`src/rtl/fetch_stage_pkg.sv`:
```
// Shared constants and helpers for the Oldland instruction fetch stage.
package fetch_stage_pkg;

    localparam logic [31:0] DEFAULT_RESET_VECTOR = 32'h0000_0000;
    localparam logic [31:0] INSN_BYTES           = 32'd4;
    localparam logic [31:0] PC_ALIGN_MASK        = 32'hFFFF_FFFC;

    function automatic logic [31:0] align_pc(input logic [31:0] addr);
        return addr & PC_ALIGN_MASK;
    endfunction

endpackage

```
`src/rtl/fetch_skid.sv`:
```
// Single-entry skid register: parks the memory response that arrives while decode is stalled.
module fetch_skid
    import fetch_stage_pkg::*;
(
    input  logic        clk,
    input  logic        rst,
    input  logic        load,
    input  logic        clear,
    input  logic [31:0] load_data,
    output logic [31:0] data,
    output logic        valid
);

    logic [31:0] data_reg;
    logic        valid_reg;

    always_ff @(posedge clk) begin
        if (rst || clear) begin
            valid_reg <= 1'b0;
        end else if (load) begin
            data_reg  <= load_data;
            valid_reg <= 1'b1;
        end
    end

    assign data  = data_reg;
    assign valid = valid_reg;

endmodule

```
`src/rtl/fetch_stage.sv`:
```
// Oldland fetch stage: owns the PC, drives the synchronous instruction memory and
// hands registered {instr, pc} words to decode, absorbing stalls and redirects.
module fetch_stage
    import fetch_stage_pkg::*;
#(
    parameter logic [31:0] RESET_VECTOR = DEFAULT_RESET_VECTOR
)
(
    input  logic        clk,
    input  logic        rst,
    output logic [31:0] i_addr,
    input  logic [31:0] i_data,
    input  logic        stall,
    input  logic        branch_taken,
    input  logic [31:0] branch_pc,
    output logic [31:0] instr,
    output logic [31:0] instr_pc,
    output logic        instr_valid
);

    logic [31:0] fetch_pc_reg;
    logic [31:0] resp_pc_reg;
    logic        resp_valid_reg;
    logic [31:0] instr_reg;
    logic [31:0] instr_pc_reg;
    logic        instr_valid_reg;

    logic [31:0] skid_data;
    logic        skid_valid;
    logic        skid_load;
    logic        skid_clear;

    // The memory keeps re-reading the held fetch_pc during a stall, so the live
    // response for resp_pc must be captured on the first stalled cycle or it is lost.
    assign skid_load  = stall && !branch_taken && resp_valid_reg && !skid_valid;
    assign skid_clear = branch_taken || !stall;

    fetch_skid u_skid (
        .clk       (clk),
        .rst       (rst),
        .load      (skid_load),
        .clear     (skid_clear),
        .load_data (i_data),
        .data      (skid_data),
        .valid     (skid_valid)
    );

    always_ff @(posedge clk) begin
        if (rst) begin
            fetch_pc_reg    <= align_pc(RESET_VECTOR);
            resp_pc_reg     <= align_pc(RESET_VECTOR);
            resp_valid_reg  <= 1'b0;
            instr_reg       <= 32'h0;
            instr_pc_reg    <= 32'h0;
            instr_valid_reg <= 1'b0;
        end else if (branch_taken) begin
            // instr/instr_pc keep their old contents; only the valid flag flushes them.
            fetch_pc_reg    <= align_pc(branch_pc);
            resp_valid_reg  <= 1'b0;
            instr_valid_reg <= 1'b0;
        end else if (!stall) begin
            instr_reg       <= skid_valid ? skid_data : i_data;
            instr_pc_reg    <= resp_pc_reg;
            instr_valid_reg <= resp_valid_reg || skid_valid;
            resp_pc_reg     <= fetch_pc_reg;
            resp_valid_reg  <= 1'b1;
            fetch_pc_reg    <= fetch_pc_reg + INSN_BYTES;
        end
    end

    assign i_addr      = fetch_pc_reg;
    assign instr       = instr_reg;
    assign instr_pc    = instr_pc_reg;
    assign instr_valid = instr_valid_reg;

endmodule

```
`config.mk`:
```
export PLATFORM = sky130hd
export DESIGN_NAME = fetch_stage
export DESIGN_NICKNAME = d
export VERILOG_FILES = /design/src/rtl/fetch_stage_pkg.sv /design/src/rtl/fetch_skid.sv /design/src/rtl/fetch_stage.sv
export SDC_FILE = /design/constraint.sdc
export NUM_CORES = 1
export LEC_CHECK = 0
export BUFFER_PORTS_ARGS = -buffer_cell sky130_fd_sc_hd__buf_2
export CORE_MARGIN = 5
export CORE_UTILIZATION = 44
export CTS_CLUSTER_DIAMETER = 150
export CTS_CLUSTER_SIZE = 30
export DETAILED_ROUTE_END_ITERATION = 8
export GPL_TIMING_DRIVEN = 0
export PLACE_DENSITY = 0.69
export SLEW_MARGIN = 5
export SYNTH_ARGS = -nofsm -noshare
export SYNTH_HDL_FRONTEND = slang
export SYNTH_SLANG_ARGS = --single-unit
```
`constraint.sdc`:
```
create_clock -name clk -period 8.8 [get_ports clk]
set_input_delay 0.44 -clock clk [delete_from_list [all_inputs] [get_ports clk]]
set_output_delay 0.44 -clock clk [all_outputs]
set_load 0.02 [all_outputs]
```
Word level (Yosys, flattened, before mapping)
Index checks and enable logic that the tools add are counted.

cells by class
  bitwise gates (word level) = 3
  eq/ne operators = 1
  add/subtract/negate cells = 1
  reduce and logical (&&, ||, !) cells = 12
  muxes and demuxes = 3

operators with widths
  kind                                                    count
  2-to-1 mux 32 bit                                       3
  adder 32 x 3 -> 32 bit (second input constant)          1
  AND reduction 2 bit                                     2
  logical AND 1 bit                                       3
  logical NOT 1 bit                                       3
  logical OR 1 bit                                        3
  inverter 1 bit                                          3
  inequality test 2 x 1 -> 1 bit (second input constant)  1
  OR reduction 2 bit                                      1

word-level totals
  input bits = 68
  register bits after elaboration = 163
  logic and storage cells = 29

Depth between registers and ports, before layout
  word-level depth = 5
  gate-level depth with buffers = 6
  mapped depth without buffers = 5

Modules after synthesis
Synthesis repeated with hierarchy kept, for this count alone.

unflattened totals
  cell total of the unflattened synthesis = 685
  area total of the unflattened synthesis = 6362.4 sq um

modules (own cells, without submodules)
  module       instances  cells an instance  area an instance (sq um)
  fetch_stage  1          649                5355.1
  fetch_skid   1          36                 1007.2

Least setup slack after synthesis
Ideal clock, no wire load.

  path kind = input to register
  start point = input branch_taken
  end point = register u_skid.data_reg[0], in the netlist u_skid.data[0], enable pin
  library setup time = 0.461 ns
  cell stages on the path = 5
  setup slack = 5.116 ns
  path buffers = 2
  data arrival time = 3.223 ns
  cell sequence = clkbuf_1 > clkbuf_1 > nor2_1 > nand2_1 > nor3_1

on the way
  cells in the longest elaborated chain, start to end = 5

RTL lines
  item                                      line               RTL
  start, declared                           fetch_stage.sv:14  input logic branch_taken,
  logical NOT 1 bit                         fetch_stage.sv:35  assign skid_load = stall && !branch_taken && resp_valid_reg && !skid_valid;
  logical AND 1 bit (3 in a row)            fetch_stage.sv:35
  AND reduction 2 bit (no source line) (*)  -
  end signal, assigned                      fetch_skid.sv:21   data_reg <= load_data;
  end, declared                             fetch_skid.sv:14   logic [31:0] data_reg;

Mark *: on every way between the ends. The rest lies on a longest branch, timed or not.
A chain may end at the register's enable or synchronous reset.

Final worst setup path
  start point = register fetch_pc_reg[2], in the netlist i_addr[2]
  end point = register fetch_pc_reg[30], in the netlist i_addr[30]

on the way
  cells in the longest elaborated chain, start to end = 3

RTL lines
  item                    line               RTL
  start, declared         fetch_stage.sv:21  logic [31:0] fetch_pc_reg;
  start signal, assigned  fetch_stage.sv:50  fetch_pc_reg <= align_pc(RESET_VECTOR);
  start signal, assigned  fetch_stage.sv:58  fetch_pc_reg <= align_pc(branch_pc);
  start signal, assigned  fetch_stage.sv:67  fetch_pc_reg <= fetch_pc_reg + INSN_BYTES;
  adder 32 x 3 -> 32 bit  fetch_stage.sv:67
  2-to-1 mux 32 bit       fetch_stage.sv:61  end else if (!stall) begin
  2-to-1 mux 32 bit       fetch_stage.sv:56  end else if (branch_taken) begin

Every way passes these cells. The select of a mux whose other input is x is not followed.

==> metrics.md <==
| Metric | Value |
|---|---|
| Outcome | `finished, final reports clean` |
| Most common cell after layout, fill and taps aside | `buf_2` |
| Setup crit end kind | `flop` |
| PortBufs | `around 160` |
| Total CTS buffers | `17` |
| Min Hold Slack | `0.212 ns` |
| Yosys warns | `0` |
| Commonest cells after routing, fill and taps aside | `buf_2 (159), nand2_1 (140), dfxtp_1 (125)` |
| Vias per cell | `5.22` |
| PD cells | `around 210 mW/mm^2` |
| WP data required | `9.13 ns` |
| DRT iter0 DRCs | `225` |
| Placement Rows | `43` |
| Syn Std Cell Area | `0.00626 mm^2` |
| Final Cell Area | `0.00791 mm^2` |
| Layout Cells excl Fill | `1049` |
| Worst-path fanout max | `9` |
| Slack of the critical path | `~6.5 ns` |
| Unrepaired setup endpoints after global routing | `no` |
| Post-route DRC | `0` |
| Drt wl/cell | `16.2 um` |
| Placed Area | `between 0.007 and 0.008 mm^2` |
| TritonCTS clock tree | `built` |
| Longest Clk Path Bufs | `2` |
| Leakage | `3.01 nW` |
| Hold Path Class | `in -> reg` |
| Die Height | `129 um` |
| Vias | `5479` |
| Nets@finish | `925` |
| Startpoint types | `flop` |
| Crit path arrival time | `2.64 ns` |
| Peak VDD IR | `roughly 0.15 mV` |
| Root Driver | `clkbuf_16` |
| Global-route wire length before repair | `27200 um` |
| Period minus WS final | `2.31 ns` |
| Area growth, synth to finish | `26.4%` |
| Max-slew violation count | `0` |
| Final setup violation count | `0` |
| All-Layer GR Usage | `20.6%` |
| Worst-path clk slew | `around 0.06 ns` |
| Rel. slew slack | `47.9%` |
| GR Overflow Total | `0` |
| Final period util | `26.2%` |
| Gate Count Post-Synth | `around 680` |
| FMAX | `roughly 430 MHz` |
| Fillers | `between 1000 and 1500` |
| R2R setup slack | `6.49 ns` |
| Max cap viols | `0` |
| RD Place Congestion | `between 0.8 and 0.9` |
| Yosys cell types | `45` |
| WL final | `approximately 17000 um` |
| Vias in the first global route | `5423` |
| Share of layout cells above drive strength 1 | `between 20% and 30%` |
| Final ANT Viol Nets | `0` |
| Placed Cells | `1017` |
| Detailed placement HPWL | `12700 um` |
| Die area | `0.0167 mm^2` |
| Post-CTS setup buffer count | `0` |
| # hold bufs at CTS | `0` |
| Setup TNS | `0 ns` |
| Pre-CTS setup slack | `6.25 ns` |
| Initial core utilization | `44.9%` |
| I/O pin cnt | `165` |
| Seq/Total Area, Yosys | `55.3%` |
| Core Area | `0.0139 mm^2` |
| Yosys top cell by area | `dfxtp_1` |
| Die width | `129 um` |
| Final Hold Fails | `0` |
| Area contributors post-synth | `dfxtp_1 (40%), edfxtp_1 (15%), nand2_1 (8.4%)` |
| First-pass iteration count of the detailed router | `5` |
| Clk_lat worst skew | `0.42 ns` |
| Post-synth top area share | `40.0%` |
| Clk_skew | `roughly 0.0045 ns` |
| Mean Syn Cell Area | `approximately 9.3 um^2` |
| N_diodes | `0` |
| Maximum number of pins on one net before global-route repair | `17` |
| FF+latch count, synth | `approximately 160` |
| CTS-repair resized insts | `0` |
| # H-tree levels | `4` |
| TritonCTS Sinks | `approximately 160` |
| Crit Path Category | `reg -> reg` |
| Initial antenna violation count | `1` |
| Worst Tran Pin Value | `0.774 ns` |
power by group:
part           internal [mW]  switching [mW]  leakage, nW  total (mW)
combinational         0.0545          0.0986         1.41       0.153
clock                  0.439           0.287        0.289       0.726
sequential             0.760          0.0262         1.31       0.786
total                   1.25           0.412         3.01        1.66
through the flow:
stage	power, mW	utilization [%]
after global placement	0.953	52.2
after global routing	1.73	56.8
final	1.66	56.8
after floorplan	0.888	-
after CTS	1.68	56.8
after detailed placement	0.955	52.5
cell usage after synthesis (all sizes together):
cell type / n
o2111a: 1
ha: 1
xor2: 2
dfxtp: 125
a2111oi: 3
nor4: 9
nand3: 11
o31ai: 5
nor3: 5
and4: 6
inv: 8
nor3b: 1
edfxtp: 32
buf: 11
or4: 6
nor2: 61
mux2i: 33
conb: 1
o21ai: 8
nand2: 140
a21oi: 68
nand2b: 1
and3: 3
nor4b: 1
a211oi: 42
or2: 2
a22oi: 1
o211a: 1
a311oi: 8
nand4b: 3
clkbuf: 45
xnor2: 10
a221oi: 1
and4b: 1
or3: 7
nand4: 9
a32oi: 1
a21boi: 1
o311ai: 1
kinds of logic after synthesis:
logic type               after synthesis  share of synthesized area, %
multiplexers                          33                          5.27
other                                  1                        0.0599
flip-flops                           157                          55.3
buffers and inverters                 64                          4.14
adder cells (fa/ha/maj)                1                         0.200
AO/OA/AOI/OAI                        141                          14.3
XOR/XNOR                              12                          1.68
AND/OR/NAND/NOR                      266                          19.0
area by class of cell:
| class | instances | area (um^2) | share of cell area, % |
|---|---|---|---|
| clock inverter | 9 | 80.1 | 1.01 |
| inverter | 8 | 30.0 | 0.379 |
| clock buffer | 23 | 512 | 6.47 |
| multi-input combinational | 457 | 2560 | 32.3 |
| timing repair buffer | 159 | 818 | 10.3 |
| buffer | 56 | 229 | 2.89 |
| tap | 180 | 225 | 2.85 |
| sequential | 157 | 3460 | 43.8 |
layer usage:
layer	wire [um]	global-route usage [%]	share of wire [%]	vias to the layer above
li1	-	-	-	2746
met1	7230	25.7	43	2508
met2	7830	33.3	46	194
met3	1580	6.92	9.3	29
met4	337	7.47	2.0	2
met5	13	0	0.077	-
path summary, 6_finish.rpt:
| check | to | start | cells after the start |
|---|---|---|---|
| hold / removal | u_skid.data[3]$_DFFE_PP_ | i_data[3] | 1 |
| setup / recovery | i_addr[30]$_SDFFE_PP0P_ | i_addr[2]$_SDFFE_PP0P_ | 6 |
| setup reg to reg | i_addr[30]$_SDFFE_PP0P_ | i_addr[2]$_SDFFE_PP0P_ | 6 |
| hold reg to reg | instr_pc[11]$_SDFFE_PP0P_ | instr_pc[11]$_SDFFE_PP0P_ | 2 |
critical path, stage by stage (launching register included):
cell and delay (ns):
dfxtp_1 0.50, ha_1 0.33, nand4_2 0.20, or3_1 0.37, buf_2 0.17, or4_1 0.40
a311oi_1 0.25
Power figures use the tool's default switching activity.
